**src/rtl/ffram_arbiter.sv**
```systemverilog
// ffram_arbiter
//   Two-requester round-robin arbiter and init sequencer for a single-port
//   flip-flop RAM whose read data is combinational from the address.
//   After reset every RAM entry is written with INIT_VAL (one entry per
//   cycle). The arbiter then grants at most one requester per cycle to the
//   RAM port and returns registered read data to the requester that won.
//
// Ports
//   clk, reset          rising-edge clock, asynchronous active-low reset
//   rX_req/wen/addr/din requester X access request (X = 0, 1)
//   rX_gnt              requester X granted this cycle (combinational)
//   rX_rvalid           one-cycle pulse, the cycle after a read is accepted
//   rX_rdata            registered read data, held until that port's next read
//   init_busy           high while the init sweep runs
//   mem_addr/din/wen    RAM port; mem_wen forced low while reset is asserted
//   mem_dout            RAM read data, combinational from mem_addr
//   dbg_state           current FSM state (0 = INIT, 1 = ARB)
//
// Handshake: a requester raises req with wen/addr/din and holds all of them
// stable until it sees gnt; the access is accepted in the cycle where
// req & gnt is high, and the requester may change or drop its inputs in the
// following cycle. An ungranted request has no side effects.
module ffram_arbiter #(
  parameter int                ADDR_W   = 1,
  parameter int                DATA_W   = 1,
  parameter logic [DATA_W-1:0] INIT_VAL = '0
) (
  input  logic              clk,
  input  logic              reset,
  input  logic              r0_req,
  input  logic              r0_wen,
  input  logic [ADDR_W-1:0] r0_addr,
  input  logic [DATA_W-1:0] r0_din,
  output logic              r0_gnt,
  output logic              r0_rvalid,
  output logic [DATA_W-1:0] r0_rdata,
  input  logic              r1_req,
  input  logic              r1_wen,
  input  logic [ADDR_W-1:0] r1_addr,
  input  logic [DATA_W-1:0] r1_din,
  output logic              r1_gnt,
  output logic              r1_rvalid,
  output logic [DATA_W-1:0] r1_rdata,
  output logic              init_busy,
  output logic [ADDR_W-1:0] mem_addr,
  output logic [DATA_W-1:0] mem_din,
  output logic              mem_wen,
  input  logic [DATA_W-1:0] mem_dout,
  output logic              dbg_state
);

  typedef enum logic {
    ST_INIT = 1'b0,
    ST_ARB  = 1'b1
  } state_t;

  // Last entry of the sweep (DEPTH-1 with DEPTH = 2**ADDR_W).
  localparam logic [ADDR_W-1:0] CNT_LAST = '1;

  state_t            state_q, state_d;
  logic [ADDR_W-1:0] cnt_q, cnt_d;
  logic              prio_q, prio_d;       // 0: requester 0 wins a tie
  logic              r0_rvalid_q, r0_rvalid_d;
  logic              r1_rvalid_q, r1_rvalid_d;
  logic [DATA_W-1:0] r0_rdata_q, r0_rdata_d;
  logic [DATA_W-1:0] r1_rdata_q, r1_rdata_d;

  logic gnt0, gnt1;
  logic wen_raw;

  // Grant: only in ARB; a tie goes to the priority holder.
  always_comb begin
    gnt0 = 1'b0;
    gnt1 = 1'b0;
    if (state_q == ST_ARB) begin
      if (r0_req && (!r1_req || !prio_q)) begin
        gnt0 = 1'b1;
      end else if (r1_req) begin
        gnt1 = 1'b1;
      end
    end
  end

  // RAM port mux: init sweep, granted requester, or idle zeros.
  always_comb begin
    mem_addr = '0;
    mem_din  = '0;
    wen_raw  = 1'b0;
    if (state_q == ST_INIT) begin
      mem_addr = cnt_q;
      mem_din  = INIT_VAL;
      wen_raw  = 1'b1;
    end else if (gnt0) begin
      mem_addr = r0_addr;
      mem_din  = r0_din;
      wen_raw  = r0_wen;
    end else if (gnt1) begin
      mem_addr = r1_addr;
      mem_din  = r1_din;
      wen_raw  = r1_wen;
    end
  end

  // The state register is already in INIT during reset, which would leave
  // the write strobe high; gate it with reset so the RAM is never written
  // while reset is held.
  assign mem_wen = wen_raw & reset;

  // Next-state and registered read path.
  always_comb begin
    state_d     = state_q;
    cnt_d       = cnt_q;
    prio_d      = prio_q;
    r0_rvalid_d = 1'b0;
    r1_rvalid_d = 1'b0;
    r0_rdata_d  = r0_rdata_q;
    r1_rdata_d  = r1_rdata_q;
    case (state_q)
      ST_INIT: begin
        // Counter stops at the last entry rather than wrapping.
        if (cnt_q == CNT_LAST) begin
          state_d = ST_ARB;
        end else begin
          cnt_d = cnt_q + 1'b1;
        end
      end
      ST_ARB: begin
        if (gnt0) begin
          prio_d = 1'b1;
          if (!r0_wen) begin
            r0_rvalid_d = 1'b1;
            r0_rdata_d  = mem_dout;
          end
        end else if (gnt1) begin
          prio_d = 1'b0;
          if (!r1_wen) begin
            r1_rvalid_d = 1'b1;
            r1_rdata_d  = mem_dout;
          end
        end
      end
      default: state_d = ST_INIT;
    endcase
  end

  always_ff @(posedge clk or negedge reset) begin
    if (!reset) begin
      state_q     <= ST_INIT;
      cnt_q       <= '0;
      prio_q      <= 1'b0;
      r0_rvalid_q <= 1'b0;
      r1_rvalid_q <= 1'b0;
      r0_rdata_q  <= '0;
      r1_rdata_q  <= '0;
    end else begin
      state_q     <= state_d;
      cnt_q       <= cnt_d;
      prio_q      <= prio_d;
      r0_rvalid_q <= r0_rvalid_d;
      r1_rvalid_q <= r1_rvalid_d;
      r0_rdata_q  <= r0_rdata_d;
      r1_rdata_q  <= r1_rdata_d;
    end
  end

  assign r0_gnt    = gnt0;
  assign r1_gnt    = gnt1;
  assign r0_rvalid = r0_rvalid_q;
  assign r1_rvalid = r1_rvalid_q;
  assign r0_rdata  = r0_rdata_q;
  assign r1_rdata  = r1_rdata_q;
  assign init_busy = (state_q == ST_INIT);
  assign dbg_state = (state_q == ST_ARB);

endmodule

```
**config.mk**
```make
export PLATFORM = sky130hd
export DESIGN_NAME = ffram_arbiter
export DESIGN_NICKNAME = d
export VERILOG_FILES = /design/src/rtl/ffram_arbiter.sv
export SDC_FILE = /design/constraint.sdc
export NUM_CORES = 1
export LEC_CHECK = 0
export BUFFER_PORTS_ARGS = -buffer_cell sky130_fd_sc_hd__buf_2
export CORE_AREA = 2 2 39 41
export DETAILED_ROUTE_END_ITERATION = 10
export DIE_AREA = 0 0 41 43
export SYNTH_ARGS = -nofsm -noshare
export SYNTH_HDL_FRONTEND = slang
export SYNTH_SLANG_ARGS = --single-unit
```
**constraint.sdc**
```tcl
create_clock -name clk -period 3.45 [get_ports clk]
set_input_delay 0.5175 -clock clk [delete_from_list [all_inputs] [get_ports clk]]
set_output_delay 0.5175 -clock clk [all_outputs]
set_load 0.02 [all_outputs]
```
==> results of run 1 <==
==> power by group through the flow <==
stage	logic [uW]	clock network (uW)	registers [uW]
after floorplan	27.7	0	104
after global routing	61.8	80.2	96.7
after detailed placement	57.9	0	96.9
after CTS	57.9	77.2	95.6
after global placement	57.5	0	96.9
final	57.1	73.5	95.3
==> per-stage QoR <==
step / power [uW] / hold WS [ps] / instances / setup WS [ps] / util (%)
after CTS: 231 / 88.6 / 71 / 1580 / 35.5
after detailed placement: 155 / 361 / 67 / 1650 / 33.6
after global routing: 239 / 89.1 / 71 / 1500 / 35.5
after floorplan: 132 / 222 / 30 / 1600 / -
after global placement: 154 / 361 / 67 / 1650 / 33.6
final: 226 / 91.7 / 71 / 1590 / 35.5
==> sequential cells by signal, summed over array words and instances (netlist names) <==
name and flops:
r1_rvalid 1, r0_rvalid 1, r0_rdata 1, dbg_state 1, prio_q 1, r1_rdata 1
cnt_q 1
==> per-layer routing <==
metal | track usage [%] | vias up | wire [um]
li1 | - | 157 | -
met1 | 11.0 | 151 | 310
met2 | 13.1 | 14 | 355
met3 | 7.85 | 0 | 66
met4 | 4.00 | 0 | 0
met5 | 0 | - | 0
==> Yosys cell counts (all sizes together) <==
cell type / count / area share, %
a21boi: 2 / 4.4
a22o: 1 / 2.6
a31oi: 2 / 3.7
and3: 1 / 2.2
dfrtp: 7 / 51
inv: 2 / 2.2
mux2: 2 / 7.7
nand2: 3 / 3.3
nand2b: 2 / 3.7
nand3: 2 / 2.9
nand4b: 1 / 2.6
nor2: 1 / 1.1
nor2b: 1 / 4.0
nor3: 1 / 4.8
o21ai: 1 / 1.5
or2: 1 / 1.8
==> cell usage in the layout (no fill, tap or decap) <==
master	Yosys	routed
or2_1	1	1
buf_2	0	21
nor3_4	1	1
clkbuf_4	0	3
clkbuf_1	0	1
nand2_1	3	3
nand3_1	2	2
mux2_4	1	1
nor2_1	1	1
dfrtp_1	7	7
nand2b_1	2	2
nor2b_4	1	1
and3_2	1	1
a22o_1	1	1
mux2_1	1	1
nand4b_1	1	1
a21boi_1	2	2
inv_1	2	2
o21ai_1	1	1
a31oi_1	2	2
==> final cells by class <==
class | instances | share of cell area [%]
well taps | 16 | 4.07
multi-input cells | 21 | 32.1
repair buffers | 21 | 21.4
inverters | 2 | 1.53
clock buffers | 4 | 5.34
flip-flops and latches | 7 | 35.6
==> worst max path at each step <==
stage | slack [ps] | end | depth (start not counted) | start
3_3_place_gp | 1650 | mem_din | 5 | r0_req
5_1_grt | 1500 | mem_din | 4 | prio_q
3_5_place_dp | 1650 | mem_din | 5 | r0_req
2_1_floorplan | 1600 | mem_din | 3 | dbg_state
4_1_cts | 1580 | mem_din | 4 | prio_q
6_report | 1590 | mem_din | 4 | prio_q
==> logic make-up after synthesis <==
group | after synthesis | share of synthesized area (%)
compound gates | 6 | 12.1
buf+inv | 2 | 2.21
flops | 7 | 51.5
mux | 2 | 7.72
simple gates | 13 | 26.5
==> flow_summary.yaml, run 1 <==
run_status:
  status: "completed"
die:
  die_x_um: 41
  die_h_um: 43
  boundaryPins: 22
  num_rows: 14
  core_mm2: 0.00138
  initial_core_util_pct: 24.6
  dieArea_mm2: 0.00176
cells_and_area:
  n_fill_cell: 147
  final_net_count: 67
  drive_gt1_share_pct: 50.9
  multi_input_area_um2: 158
  antennaDiodeCount: 0
  seq_area_um2: 175
  area_growth_pct: 44.5
  postLayoutCellArea_um2: 492
routing:
  vias: 322
  vias_per_cell: 4.54
  detail_route.iter0.violations: 12
  drc: 0
  routed_wl_um: 732
  wire_per_inst_um: 10.3
  ant_nets: 0
  firstDrtPassIters: 4
power_and_ir_drop:
  swShare_pct: 29.7
  p_int_uw: 159
  p_leak_uw: 0.000262
  p_clk_share_pct: 32.5
  powerDensity_mw_per_mm2: 460
  p_sw_uw: 67.0
  vdd_ir_drop_max_mv: 0.210
  comb_power_share_pct: 25.3
  sequentialPowerShare_pct: 42.2
placement:
  placed_area_um2: 465
  io_buffers: 21
  gp_congestion: 0.794
clock_network:
  ctsHoldBuffers: 0
  cts_resized: 0
  clk-insertion-delay-late_ps: 250
  root_buffer: "clkbuf_4"
  clock-sinks: 7
  cts_buffers: 3
  clk_pin_slew_worst_paths_ps: 50
  htreeDepth: 1
  cts_setup_buffers: 0
  tritoncts: "yes"
  clock_path_buffers: 2
critical_path:
  rr_worst_depth: 3
  critPathCaptureType: "output port"
  timing.rr.start: "dbg_state"
  crit_fanout: 4
  r2r_slack_ps: 2260
  path_buf_inv: 1
  crit_required_ps: 2930
  slowest_delay_ps: 420
  start_kind: "flop"
  cpMaxStageDelayCell: "dfrtp_1"
  cp_data_arrival_time_ps: 1340
  worstPathCellList: "nand2_1, and3_2, a22o_1, buf_2"
  critPathTopFamily: "flip-flops"
  regToRegEndpoint: "r1_rdata"
  crit_type: "flop to output port"
synthesis:
  yosys_warnings: 0
  avgSynthCellArea_um2: 11.3
  syn-instance-count: 30
  synth_cell_types: 17
  netlist_area_um2: 340
  ys_seq_area_share_pct: 51.5
  synth.ff_latch_count: 7
  syn-num-nets: 41
global_route:
  antenna_found_initial: 0
  grt-ovfl-total: 0
  grt_use_total_pct: 9.74
  grt_max_degree: 9
  grt_pass1_vias: 290
  grt_pass1_wl_um: 1100
sta:
  fmax_mhz: 538
  rsz0062_at_grt: "false"
  tns_ps: 0
  post-route-min-period_ps: 1860
  report.final.slew_viol_count: 0
  worstMarginPinSlew_ps: 195
  post-route-period-util_pct: 53.9
  slew_headroom_pct: 87.0
  setup_violations: 0
  skew_ps: 1.12
  hold_viol_final: 0
job:
  maxCapViolations: 0
worst_hold_path:
  hp-class: "input pin to async pin"
Note: power is estimated with default switching activity, not from simulation.
==> run 2: changes to the inputs <==
--- a/config.mk
+++ b/config.mk
@@ -5,6 +5,7 @@
 export SDC_FILE = /design/constraint.sdc
 export NUM_CORES = 1
 export LEC_CHECK = 0
+export ABC_AREA = 1
 export BUFFER_PORTS_ARGS = -buffer_cell sky130_fd_sc_hd__buf_2
 export CORE_AREA = 2 2 39 41
 export DETAILED_ROUTE_END_ITERATION = 10
==> constraint.sdc (replaced) <==
create_clock -name clk -period 1.7 [get_ports clk]
set_input_delay 0.255 -clock clk [delete_from_list [all_inputs] [get_ports clk]]
set_output_delay 0.255 -clock clk [all_outputs]
set_load 0.02 [all_outputs]
==> flow_summary.yaml, run 2 <==
critical_path:
  cp_common_cell: "buf_2"
  start_kind: "input pin"
  crit_type: "input pin to output port"
  crit_fanout: 8
  slowest_delay_ps: 520
  cp_data_arrival_time_ps: 1290
  critPathTopFamily: "buffers and inverters"
  critPathCaptureType: "output port"
  path_buf_inv: 4
  r2r_slack_ps: 710
  cpMaxStageDelayCell: "dlygate4sd3_1"
  crit_required_ps: 1440
  worstPathCellList: "dlygate4sd3_1, buf_2, inv_1, a21oi_2, buf_2"
clock_network:
  clk-insertion-delay-late_ps: 240
  tritoncts: "yes"
  cts_buffers: 3
  cts_setup_buffers: 0
  cts_resized: 0
  root_buffer: "clkbuf_4"
  clk_pin_slew_worst_paths_ps: 50
  clock_path_buffers: 2
  ctsHoldBuffers: 1
  htreeDepth: 1
  clock-sinks: 7
synthesis:
  synth_area_leaders: "dfrtp_1 49%, nand2_1 18%, nand3b_4 5.7%, a21oi_2 4.9%, nand3_1 4.2%"
  synthFlopType: "dfrtp_1"
  avgSynthCellArea_um2: 8.43
  synth.ff_latch_count: 7
  yosysMostFrequentCell: "nand2_1"
  synth_cell_types: 12
  synthArstFlopShare_pct: 100
  synth_common_cells: "17 x nand2_1, 7 x dfrtp_1, 4 x inv_1"
  synth_top_family_by_area: "simple AND/OR/NAND/NOR gates"
  synth.mux.area_fraction_pct: 0
  syn-num-nets: 53
  synth-simple-area-share_pct: 36.0
  synth-edff-count: 0
  synth_compound_area_share_pct: 6.36
  yosysTopAreaCell: "dfrtp_1"
  yosys_warnings: 0
  ys_seq_area_share_pct: 49.5
  netlist_area_um2: 354
  synth_adder_area_share_pct: 0
  syn-instance-count: 42
  synth_xor_area_share_pct: 0
  netlist.area_leader.share_pct: 49.5
cells_and_area:
  drive_gt1_share_pct: 50.0
  final_common_cell: "buf_2"
  final_net_count: 80
  seq_area_um2: 175
  antennaDiodeCount: 0
  finalNonFillerCells: 84
  area_growth_pct: 45.6
  mostFrequentLayoutCells: "21 x buf_2, 17 x nand2_1, 7 x dfrtp_1"
  n_fill_cell: 156
  multi_input_area_um2: 150
sta:
  report.final.slew_viol_count: 0
  worstMarginPinSlew_ps: 213
  post-route-min-period_ps: 1550
  rsz0062_at_grt: "false"
  skew_ps: 3.18
  post-route-period-util_pct: 91.1
  tns_ps: 0
  setup_violations: 0
  slew_headroom_pct: 85.8
  fmax_mhz: 646
  hold_viol_final: 0
routing:
  dr.max_layer_used: "met4"
  wl_met2_um: 314
  ant_nets: 0
  detail_route.iter0.violations: 8
  vias: 349
  drt-met1-wl_um: 333
  drc: 0
  dr_wl_met3_um: 68
  routed_wl_um: 727
  wire_per_inst_um: 8.65
  vias_per_cell: 4.15
  firstDrtPassIters: 4
die:
  dieArea_mm2: 0.00176
  num_rows: 14
  die_h_um: 43
  boundaryPins: 22
  core_mm2: 0.00138
  die_x_um: 41
  initial_core_util_pct: 25.6
global_route:
  grt_pass1_vias: 308
  grt-ovfl-total: 0
  grt_max_degree: 9
  grt_use_total_pct: 10.4
  antenna_found_initial: 0
  grt_pass1_wl_um: 1190
placement:
  hpwl_um: 648
  io_buffers: 21
  placedCellCount: 79
  gp_congestion: 0.621
job:
  maxCapViolations: 0
power_and_ir_drop:
  p_leak_uw: 0.000315
  vdd_ir_drop_max_mv: 0.508
  powerDensity_mw_per_mm2: 838
worst_hold_path:
  hp-class: "input pin to flop"
run_status:
  status: "completed"
==> run 2: kinds of logic after synthesis <==
family	count (synthesis)
compound gates	3
simple gates	25
buf+inv	7
flops	7
==> run 2: final timing paths <==
check | cells after the start | from | end
setup / recovery | 5 | reset | mem_wen
hold / removal | 2 | r0_wen | r0_rvalid
setup reg to reg | 6 | dbg_state | r1_rdata
hold reg to reg | 2 | r1_rdata | r1_rdata
max in group asynchronous | 2 | reset | dbg_state
min in group asynchronous | 2 | reset | r1_rdata
==> run 2: report_power, final <==
group | internal (uW) | total, uW | switching [uW]
Clock | 88.9 | 140 | 51.1
Combinational | 39.3 | 106 | 66.4
Sequential | 180 | 186 | 5.82
==> run 2: metrics by stage <==
step                hold slack, ps  utilization [%]  instance area, um^2  power (uW)  worst slack, ps
finish                         211             37.3                  515         432              152
global route                   208             37.3                  515         468             55.7
CTS                            205             37.3                  515         440              131
detailed placement             100             34.6                  479         294              419
global placement              98.0             34.6                  479         293              469
floorplan                    -40.6                -                  354         251              265
==> run 2: layout make-up <==
cell class              instances  share of cell area (%)
clock buffers                   4                    5.10
inverters                       7                    5.58
multi-input cells              28                    29.1
flip-flops and latches          7                    34.0
well taps                      16                    3.88
repair buffers                 22                    22.3
==> run 2: worst reg2reg max path, stage by stage (launching register included) <==
cell	delay, ps
dfrtp_1	440
nand2_2	130
clkinv_2	80
nand3b_4	90
clkinv_2	60
nand2_1	50
nand2_1	40
==> run 2: routing by layer <==
layer,global-route usage (%),vias to the layer above
li1,-,181
met1,13.0,151
met2,14.1,15
met3,4.71,2
met4,6.00,0
met5,0,-
==> run 3: changes to the inputs <==
--- a/config.mk
+++ b/config.mk
@@ -5,7 +5,6 @@
 export SDC_FILE = /design/constraint.sdc
 export NUM_CORES = 1
 export LEC_CHECK = 0
-export ABC_AREA = 1
 export BUFFER_PORTS_ARGS = -buffer_cell sky130_fd_sc_hd__buf_2
 export CORE_AREA = 2 2 39 41
 export DETAILED_ROUTE_END_ITERATION = 10
==> flow_summary.yaml, run 3 (synthesis results as in run 1) <==
run_status:
  status: "completed"
critical_path:
  cp_data_arrival_time_ps: 1340
  crit_required_ps: 1440
  start_kind: "flop"
  crit_fanout: 4
  crit_type: "flop to output port"
  critPathCaptureType: "output port"
die:
  die_x_um: 41
  initial_core_util_pct: 24.6
  die_h_um: 43
  dieArea_mm2: 0.00176
  core_mm2: 0.00138
  boundaryPins: 22
  num_rows: 14
routing:
  ant_nets: 0
  vias_per_cell: 4.58
  vias: 330
  wire_per_inst_um: 10.9
  firstDrtPassIters: 4
  drc: 0
  routed_wl_um: 784
  detail_route.iter0.violations: 4
placement:
  io_buffers: 21
  hpwl_um: 639
  gp_congestion: 0.762
sta:
  worstMarginPinSlew_ps: 198
  post-route-period-util_pct: 94.1
  skew_ps: 5.67
  tns_ps: 0
  slew_headroom_pct: 86.8
  post-route-min-period_ps: 1600
  rsz0062_at_grt: "false"
  fmax_mhz: 625
  setup_violations: 0
  hold_viol_final: 0
  report.final.slew_viol_count: 0
cells_and_area:
  area_growth_pct: 47.4
  drive_gt1_share_pct: 50.0
  antennaDiodeCount: 0
  mostFrequentLayoutCells: "21 x buf_2, 7 x dfrtp_1, 3 x nand2_1, 3 x clkbuf_4"
  final_net_count: 68
  final_common_cell: "buf_2"
power_and_ir_drop:
  vdd_ir_drop_max_mv: 0.440
  power_uw: 464
  powerDensity_mw_per_mm2: 926
  p_leak_uw: 0.000266
clock_network:
  clk-insertion-delay-late_ps: 260
  cts_buffers: 3
  clock-sinks: 7
  root_buffer: "clkbuf_4"
  cts_setup_buffers: 0
  clock_path_buffers: 2
  htreeDepth: 1
  clk_pin_slew_worst_paths_ps: 50
  cts_resized: 0
  tritoncts: "yes"
job:
  maxCapViolations: 0
global_route:
  grt_use_total_pct: 12.0
  grt_max_degree: 9
  grt_pass1_vias: 318
  grt_pass1_wl_um: 1350
  grt-ovfl-total: 0
  antenna_found_initial: 0
worst_hold_path:
  hp-class: "input pin to flop"
==> run 3: cell types whose count changed in the layout (fill, tap and decap cells not counted), moves of 2 or more <==
cell	change
nand2_1	-14
a21boi_1	+2
a21oi_2	-2
a31oi_1	+2
clkinv_2	-2
inv_1	-2
nand2_2	-2
nand2b_1	+2
==> run 3: final cells by class <==
class | count | area, um^2
fillers | 155 | 882
flip-flops and latches | 7 | 175
multi-input cells | 21 | 158
repair buffers | 22 | 115
clock buffers | 4 | 26.3
well taps | 16 | 20.0
inverters | 2 | 7.51
==> run 3: worst max-delay path: stages (launching register included) <==
cell,delay [ps]
dfrtp_1,410
nand2_1,130
and3_2,230
a22o_1,170
buf_2,150
==> run 3: final timing paths <==
path,slack (ps),endpoint,cells after the start,startpoint
hold reg to reg,460,cnt_q,1,cnt_q
max in group asynchronous,1180,r0_rdata,2,reset
setup / recovery,100,mem_din,4,prio_q
setup reg to reg,520,r0_rdata,3,prio_q
hold / removal,210,r1_rvalid,2,r1_wen
min in group asynchronous,360,prio_q,2,reset
==> run 3: repair_timing <==
item / in CTS / in global routing
endpoints found under the setup margin: 0 / 0
hold endpoints to repair: 7 / 0
hold buffers: 1 / 0
==> run 3: through the flow <==
step	worst slack [ps]	area, um^2	hold WS [ps]	instances	util [%]
6_report	100	502	209	72	36.3
4_1_cts	93.6	502	200	72	36.3
3_5_place_dp	367	465	98.4	67	33.6
5_1_grt	15.7	502	204	72	36.3
2_1_floorplan	116	340	-40.6	30	-
3_3_place_gp	388	465	96.3	67	33.6
==> run 3: per-layer routing <==
metal | GRT usage (%) | share of wire, %
met5 | 0 | 0
met1 | 11.9 | 38
met3 | 8.38 | 7.4
met4 | 7.33 | 0.64
met2 | 17.2 | 54
==> run 3: power by group <==
part           switching [uW]  internal [uW]
sequential               9.59            183
combinational            67.2           51.7
clock                    63.2           89.7
